--- src/rtl/acc_requant_u8_if.sv ---
// Handshake bundle for the accumulator requantizer: input stream, output stream and
// the saturation-count debug port.
interface acc_requant_u8_if #(
    parameter int unsigned IN_W    = 20,
    parameter int unsigned OUT_W   = 8,
    parameter int unsigned SHIFT_W = 5,
    parameter int unsigned CNT_W   = 16
);
    logic               in_valid;
    logic               in_ready;
    logic [IN_W-1:0]    in_data;
    logic [SHIFT_W-1:0] in_shift;
    logic               out_valid;
    logic               out_ready;
    logic [OUT_W-1:0]   out_data;
    logic               out_sat;
    logic               sat_clr;
    logic [CNT_W-1:0]   sat_count;

    modport master (
        output in_valid, in_data, in_shift, out_ready, sat_clr,
        input  in_ready, out_valid, out_data, out_sat, sat_count
    );

    modport slave (
        input  in_valid, in_data, in_shift, out_ready, sat_clr,
        output in_ready, out_valid, out_data, out_sat, sat_count
    );
endinterface

--- src/rtl/acc_requant_u8.sv ---
// Two-stage stallable requantizer: rounding right shift of an unsigned accumulator,
// then saturation to OUT_W bits, with a saturating count of clipped outputs.
module acc_requant_u8 #(
    parameter int unsigned IN_W    = 20,
    parameter int unsigned OUT_W   = 8,
    parameter int unsigned SHIFT_W = 5,
    parameter int unsigned CNT_W   = 16
) (
    input  logic               clk,
    input  logic               rst,
    acc_requant_u8_if.slave    bus
);
    localparam int unsigned      R_W     = IN_W + 1;
    localparam logic [R_W-1:0]   R_MAX   = R_W'((2 ** OUT_W) - 1);
    localparam logic [OUT_W-1:0] OUT_MAX = '1;
    localparam logic [CNT_W-1:0] CNT_MAX = '1;

    logic               s1_valid;
    logic [R_W-1:0]     s1_r;
    logic               out_valid_q;
    logic [OUT_W-1:0]   out_data_q;
    logic               out_sat_q;
    logic [CNT_W-1:0]   sat_count_q;

    logic               out_go_c;
    logic               s1_go_c;
    logic               s1_sat_c;
    logic [R_W-1:0]     trunc_c;
    logic [R_W-1:0]     r_c;

    // Round-half-up: shift by one less, add one, drop the last bit.
    always_comb begin
        trunc_c = '0;
        r_c     = '0;
        if (bus.in_shift == '0) begin
            r_c = R_W'(bus.in_data);
        end else if (32'(bus.in_shift) <= IN_W) begin
            trunc_c = R_W'(bus.in_data) >> (bus.in_shift - SHIFT_W'(1));
            r_c     = (trunc_c + R_W'(1)) >> 1;
        end
    end

    assign out_go_c = ~out_valid_q | bus.out_ready;
    assign s1_go_c  = ~s1_valid | out_go_c;
    assign s1_sat_c = (s1_r > R_MAX);

    always_ff @(posedge clk) begin
        if (rst) begin
            s1_valid    <= 1'b0;
            s1_r        <= '0;
            out_valid_q <= 1'b0;
            out_data_q  <= '0;
            out_sat_q   <= 1'b0;
            sat_count_q <= '0;
        end else begin
            if (out_go_c) begin
                out_valid_q <= s1_valid;
                if (s1_valid) begin
                    out_data_q <= s1_sat_c ? OUT_MAX : s1_r[OUT_W-1:0];
                    out_sat_q  <= s1_sat_c;
                end
            end
            if (s1_go_c) begin
                s1_valid <= bus.in_valid;
                if (bus.in_valid) begin
                    s1_r <= r_c;
                end
            end
            // Clear wins over a same-cycle clipped transfer.
            if (bus.sat_clr) begin
                sat_count_q <= '0;
            end else if (out_valid_q && bus.out_ready && out_sat_q && (sat_count_q != CNT_MAX)) begin
                sat_count_q <= sat_count_q + CNT_W'(1);
            end
        end
    end

    assign bus.in_ready  = s1_go_c;
    assign bus.out_valid = out_valid_q;
    assign bus.out_data  = out_data_q;
    assign bus.out_sat   = out_sat_q;
    assign bus.sat_count = sat_count_q;
endmodule
--- src/flat_wrapper.sv ---
// flat-port wrapper written by rule: the top's interface ports become plain ports
module acc_requant_u8_flat 
#(
    parameter int unsigned IN_W    = 20,
    parameter int unsigned OUT_W   = 8,
    parameter int unsigned SHIFT_W = 5,
    parameter int unsigned CNT_W   = 16
)
  (clk, rst, bus_in_valid, bus_in_data, bus_in_shift, bus_out_ready, bus_sat_clr, bus_in_ready, bus_out_valid, bus_out_data, bus_out_sat, bus_sat_count);
  acc_requant_u8_if #(.IN_W(IN_W), .OUT_W(OUT_W), .SHIFT_W(SHIFT_W), .CNT_W(CNT_W)) bus_i ();
  input  logic clk;
  input  logic rst;
  input wire logic [$bits(bus_i.in_valid)-1:0] bus_in_valid;
  input wire logic [$bits(bus_i.in_data)-1:0] bus_in_data;
  input wire logic [$bits(bus_i.in_shift)-1:0] bus_in_shift;
  input wire logic [$bits(bus_i.out_ready)-1:0] bus_out_ready;
  input wire logic [$bits(bus_i.sat_clr)-1:0] bus_sat_clr;
  output wire logic [$bits(bus_i.in_ready)-1:0] bus_in_ready;
  output wire logic [$bits(bus_i.out_valid)-1:0] bus_out_valid;
  output wire logic [$bits(bus_i.out_data)-1:0] bus_out_data;
  output wire logic [$bits(bus_i.out_sat)-1:0] bus_out_sat;
  output wire logic [$bits(bus_i.sat_count)-1:0] bus_sat_count;
  assign bus_i.in_valid = bus_in_valid;
  assign bus_i.in_data = bus_in_data;
  assign bus_i.in_shift = bus_in_shift;
  assign bus_i.out_ready = bus_out_ready;
  assign bus_i.sat_clr = bus_sat_clr;
  assign bus_in_ready = bus_i.in_ready;
  assign bus_out_valid = bus_i.out_valid;
  assign bus_out_data = bus_i.out_data;
  assign bus_out_sat = bus_i.out_sat;
  assign bus_sat_count = bus_i.sat_count;
  acc_requant_u8 #(.IN_W(IN_W), .OUT_W(OUT_W), .SHIFT_W(SHIFT_W), .CNT_W(CNT_W)) u_core (.clk(clk), .rst(rst), .bus(bus_i));
endmodule
--- config.mk ---
export PLATFORM = sky130hd
export DESIGN_NAME = acc_requant_u8_flat
export DESIGN_NICKNAME = d
export VERILOG_FILES = /design/src/rtl/acc_requant_u8_if.sv /design/src/rtl/acc_requant_u8.sv /design/src/flat_wrapper.sv
export SDC_FILE = /design/constraint.sdc
export NUM_CORES = 1
export LEC_CHECK = 0
export CORE_UTILIZATION = 45
export CTS_CLUSTER_SIZE = 30
export DETAILED_ROUTE_END_ITERATION = 7
export PLACE_DENSITY = 0.8
export SYNTH_ARGS = -nofsm -noshare
export SYNTH_HDL_FRONTEND = slang
export SYNTH_SLANG_ARGS = --single-unit
--- constraint.sdc ---
create_clock -name clk -period 4.4 [get_ports clk]
set_input_delay 0.88 -clock clk [delete_from_list [all_inputs] [get_ports clk]]
set_output_delay 0.88 -clock clk [all_outputs]
set_load 0.05 [all_outputs]
==> results_dict.tcl <==
set metrics [dict create \
    cts.repair.resized 0 \
    place_hpwl_um 8850 \
    nets 557 \
    wirelength_um 11100 \
    clockPowerShare_pct 21.7 \
    dr.pass1.iters 5 \
    final_area_um2 4880 \
    power_frac_seq_pct 38.5 \
    p_leak_nw 1.79 \
    synthTopCellsByArea "dfxtp_1, mux4_2, nor2_1" \
    grt-ovfl-total 0 \
    die_height_um 96.7 \
    antenna_found_initial 0 \
    synth.top_cell.area_share_pct 23.3 \
    cts.htree.levels 2 \
    cts_hold_buf 0 \
    viasPerCell 6.09 \
    ys_types 76 \
    cts_made_buffers 5 \
    layout.cells.most_common "nor2_1" \
    ys_ff_latch 47 \
    fp.coreArea_um2 8720 \
    synth_edf_count 0 \
    grt_pass1_wl_um 18100 \
    yosysWarnings 0 \
    fillers 786 \
    grt_use_total_pct 23.4 \
    vias 3845 \
    dieArea_um2 9350 \
    slew_violations 0 \
    start_util_pct 46.3 \
    row_count 34 \
    cts_tree "done" \
    clock_latency_ps 290 \
    arrival_ps 4280 \
    num_io_pins 57 \
    period_minus_slack_ps 4110 \
    n_antenna_cell 0 \
    final_core_util_pct 56.0 \
    cp.required_ps 4570 \
    setup_viol 0 \
    final_cell_mix "nor2_1, clkdlybuf4s50_1, dfxtp_1" \
    drv_cap 0 \
    powerDensity_nw_per_um2 242 \
    die_x_um 96.7 \
    clkSinkCount 47 \
    dominantRegCellSynth "dfxtp_1" \
    grt_pass1_vias 3573 \
    postPlaceCellArea_um2 4790 \
    max_freq_ghz 0.243 \
    ir_worst_vdd_uv 140 \
    cts.path.max_buffers 2 \
    endpoint_kind "flip-flop" \
    fin_crit_sh_pct 93.4 \
    cts_root_buffer "clkbuf_8" \
    routedWlPerCell_um 17.5 \
    worst-path-max-fanout 11 \
    area_growth_syn_to_layout_pct 20.9 \
    worst_pin_slew_ps 1100 \
    synth_cells 458 \
    clk_pin_slew_ps 80 \
    hold_violations 0 \
    path_class "input pin to flip-flop" \
    yosysTopAreaCell "dfxtp_1" \
    status "complete, no violations" \
    rsz0062_at_grt "no" \
    ant_nets 0 \
    synth.cell_area_um2 4040 \
    slew_headroom_pct 26.9 \
    tns_ps 0 \
    sw_frac_of_total_pct 34.6 \
    grt_start_max_net_pins 36 \
    power_switching_mw 0.410 \
    power.total_mw 1.18 \
    gp_congestion 0.966 \
    dr.first_iter.drc_count 258 \
    p_int_mw 0.773 \
    final_layout_size_suffix_gt1_share_pct 18.9 \
    min_path_type "flip-flop to flip-flop" \
    drc 0 \
    combPwrFrac_pct 39.7 \
    ys_seq_area_share_pct 23.3 \
    postCtsSetupRepairBufs 0 \
    avgSynthCellArea_um2 8.81 \
    portBuffers 56 \
    cp-start-kind "input pin" \
    syn_nets 492 \
    async_reset_ff_share_pct 0 \
    fin_skew_ps 9.71 \
    finalHoldWorstSlack_ps 495 \
]
==> path summary, 6_finish.rpt <==
path | start | to | slack (ps) | cells after the start
setup reg to reg | u_core.bus.sat_count[8] | u_core.bus.sat_count[13] | 1890 | 7
hold / removal | u_core.bus.out_data[7] | u_core.bus.out_data[7] | 490 | 2
hold reg to reg | u_core.bus.out_data[7] | u_core.bus.out_data[7] | 490 | 2
setup / recovery | bus_in_shift[1] | u_core.s1_r[14] | 290 | 13
==> layer usage <==
metal  global-route usage [%]  share of wire (%)
met2                     38.7                 47
met5                        0                  0
met4                     8.27                2.6
met1                     31.8                 44
met3                     2.10                6.3
==> cells by family (layout without fill, tap and decap cells) <==
logic type / Yosys count / count (layout) / synth area share [%]
compound gates: 78 / 78 / 14.9
mux: 53 / 53 / 18.7
fa+ha+maj: 4 / 4 / 1.24
flops: 47 / 47 / 23.3
buf+inv: 34 / 99 / 4.96
xor+xnor: 31 / 31 / 7.75
simple gates: 211 / 211 / 29.1
==> per-stage QoR <==
stage / std cells / worst slack [ps]
2_1_floorplan: 458 / 120
3_3_place_gp: 624 / 121
3_5_place_dp: 624 / -27.1
4_1_cts: 631 / 279
5_1_grt: 631 / 57.2
6_report: 631 / 291
==> power groups by stage <==
stage	registers (mW)	logic, mW	clock network (mW)
2_1_floorplan	0.489	0.295	0
3_3_place_gp	0.465	0.459	0
3_5_place_dp	0.465	0.464	0
4_1_cts	0.456	0.466	0.260
5_1_grt	0.458	0.502	0.279
6_report	0.456	0.470	0.257
==> flip-flops by register name, indices dropped and copies added (netlist names) <==
| name | flops |
|---|---|
| u_core.bus.out_valid | 1 |
| u_core.bus.sat_count | 16 |
| u_core.bus.out_data | 8 |
| u_core.bus.out_sat | 1 |
| u_core.s1_r | 20 |
| u_core.s1_valid | 1 |
==> cell type report <==
| class | instances | area, um^2 | area share, % |
|---|---|---|---|
| Clock inverter | 1 | 5.00 | 0.103 |
| Sequential cell | 47 | 941 | 19.3 |
| Multi-Input combinational cell | 377 | 2900 | 59.4 |
| Inverter | 6 | 22.5 | 0.462 |
| Clock buffer | 6 | 82.6 | 1.69 |
| Timing Repair Buffer | 86 | 793 | 16.3 |
| Tap cell | 108 | 135 | 2.77 |
==> critical path: stages <==
cell	delay, ps
clkdlybuf4s50_1	470
inv_1	60
ha_1	250
xnor2_2	490
buf_4	300
mux2i_1	90
mux2_2	310
a32oi_2	220
buf_4	180
and2_1	250
nand4_1	220
mux2i_1	170
a2111oi_1	390
==> Yosys cell counts (2+ instances only) <==
cell type,number
nor2_1,57
dfxtp_1,47
nand2_1,33
nor3_1,26
mux2i_1,20
a21oi_1,18
nand3_1,18
mux2_2,17
mux4_2,15
xor2_1,15
clkbuf_1,14
and3_1,13
nand4_1,13
o21ai_0,12
xnor2_1,12
or3_1,7
a221oi_1,6
buf_6,6
nor4_1,6
inv_1,5
o22ai_1,5
a31oi_1,4
and2_1,4
ha_1,4
nor2b_1,4
o211ai_1,4
a211oi_1,3
and3b_1,3
buf_2,3
nand2b_1,3
o32ai_1,3
buf_1,2
buf_4,2
nor3_2,2
nor3b_1,2
nor4_4,2
nor4b_1,2
o21ai_1,2
o21bai_1,2
o2bb2ai_1,2
o31ai_1,2
or2_2,2
or4_1,2
xnor2_2,2
(Power assumes the default switching activity.)
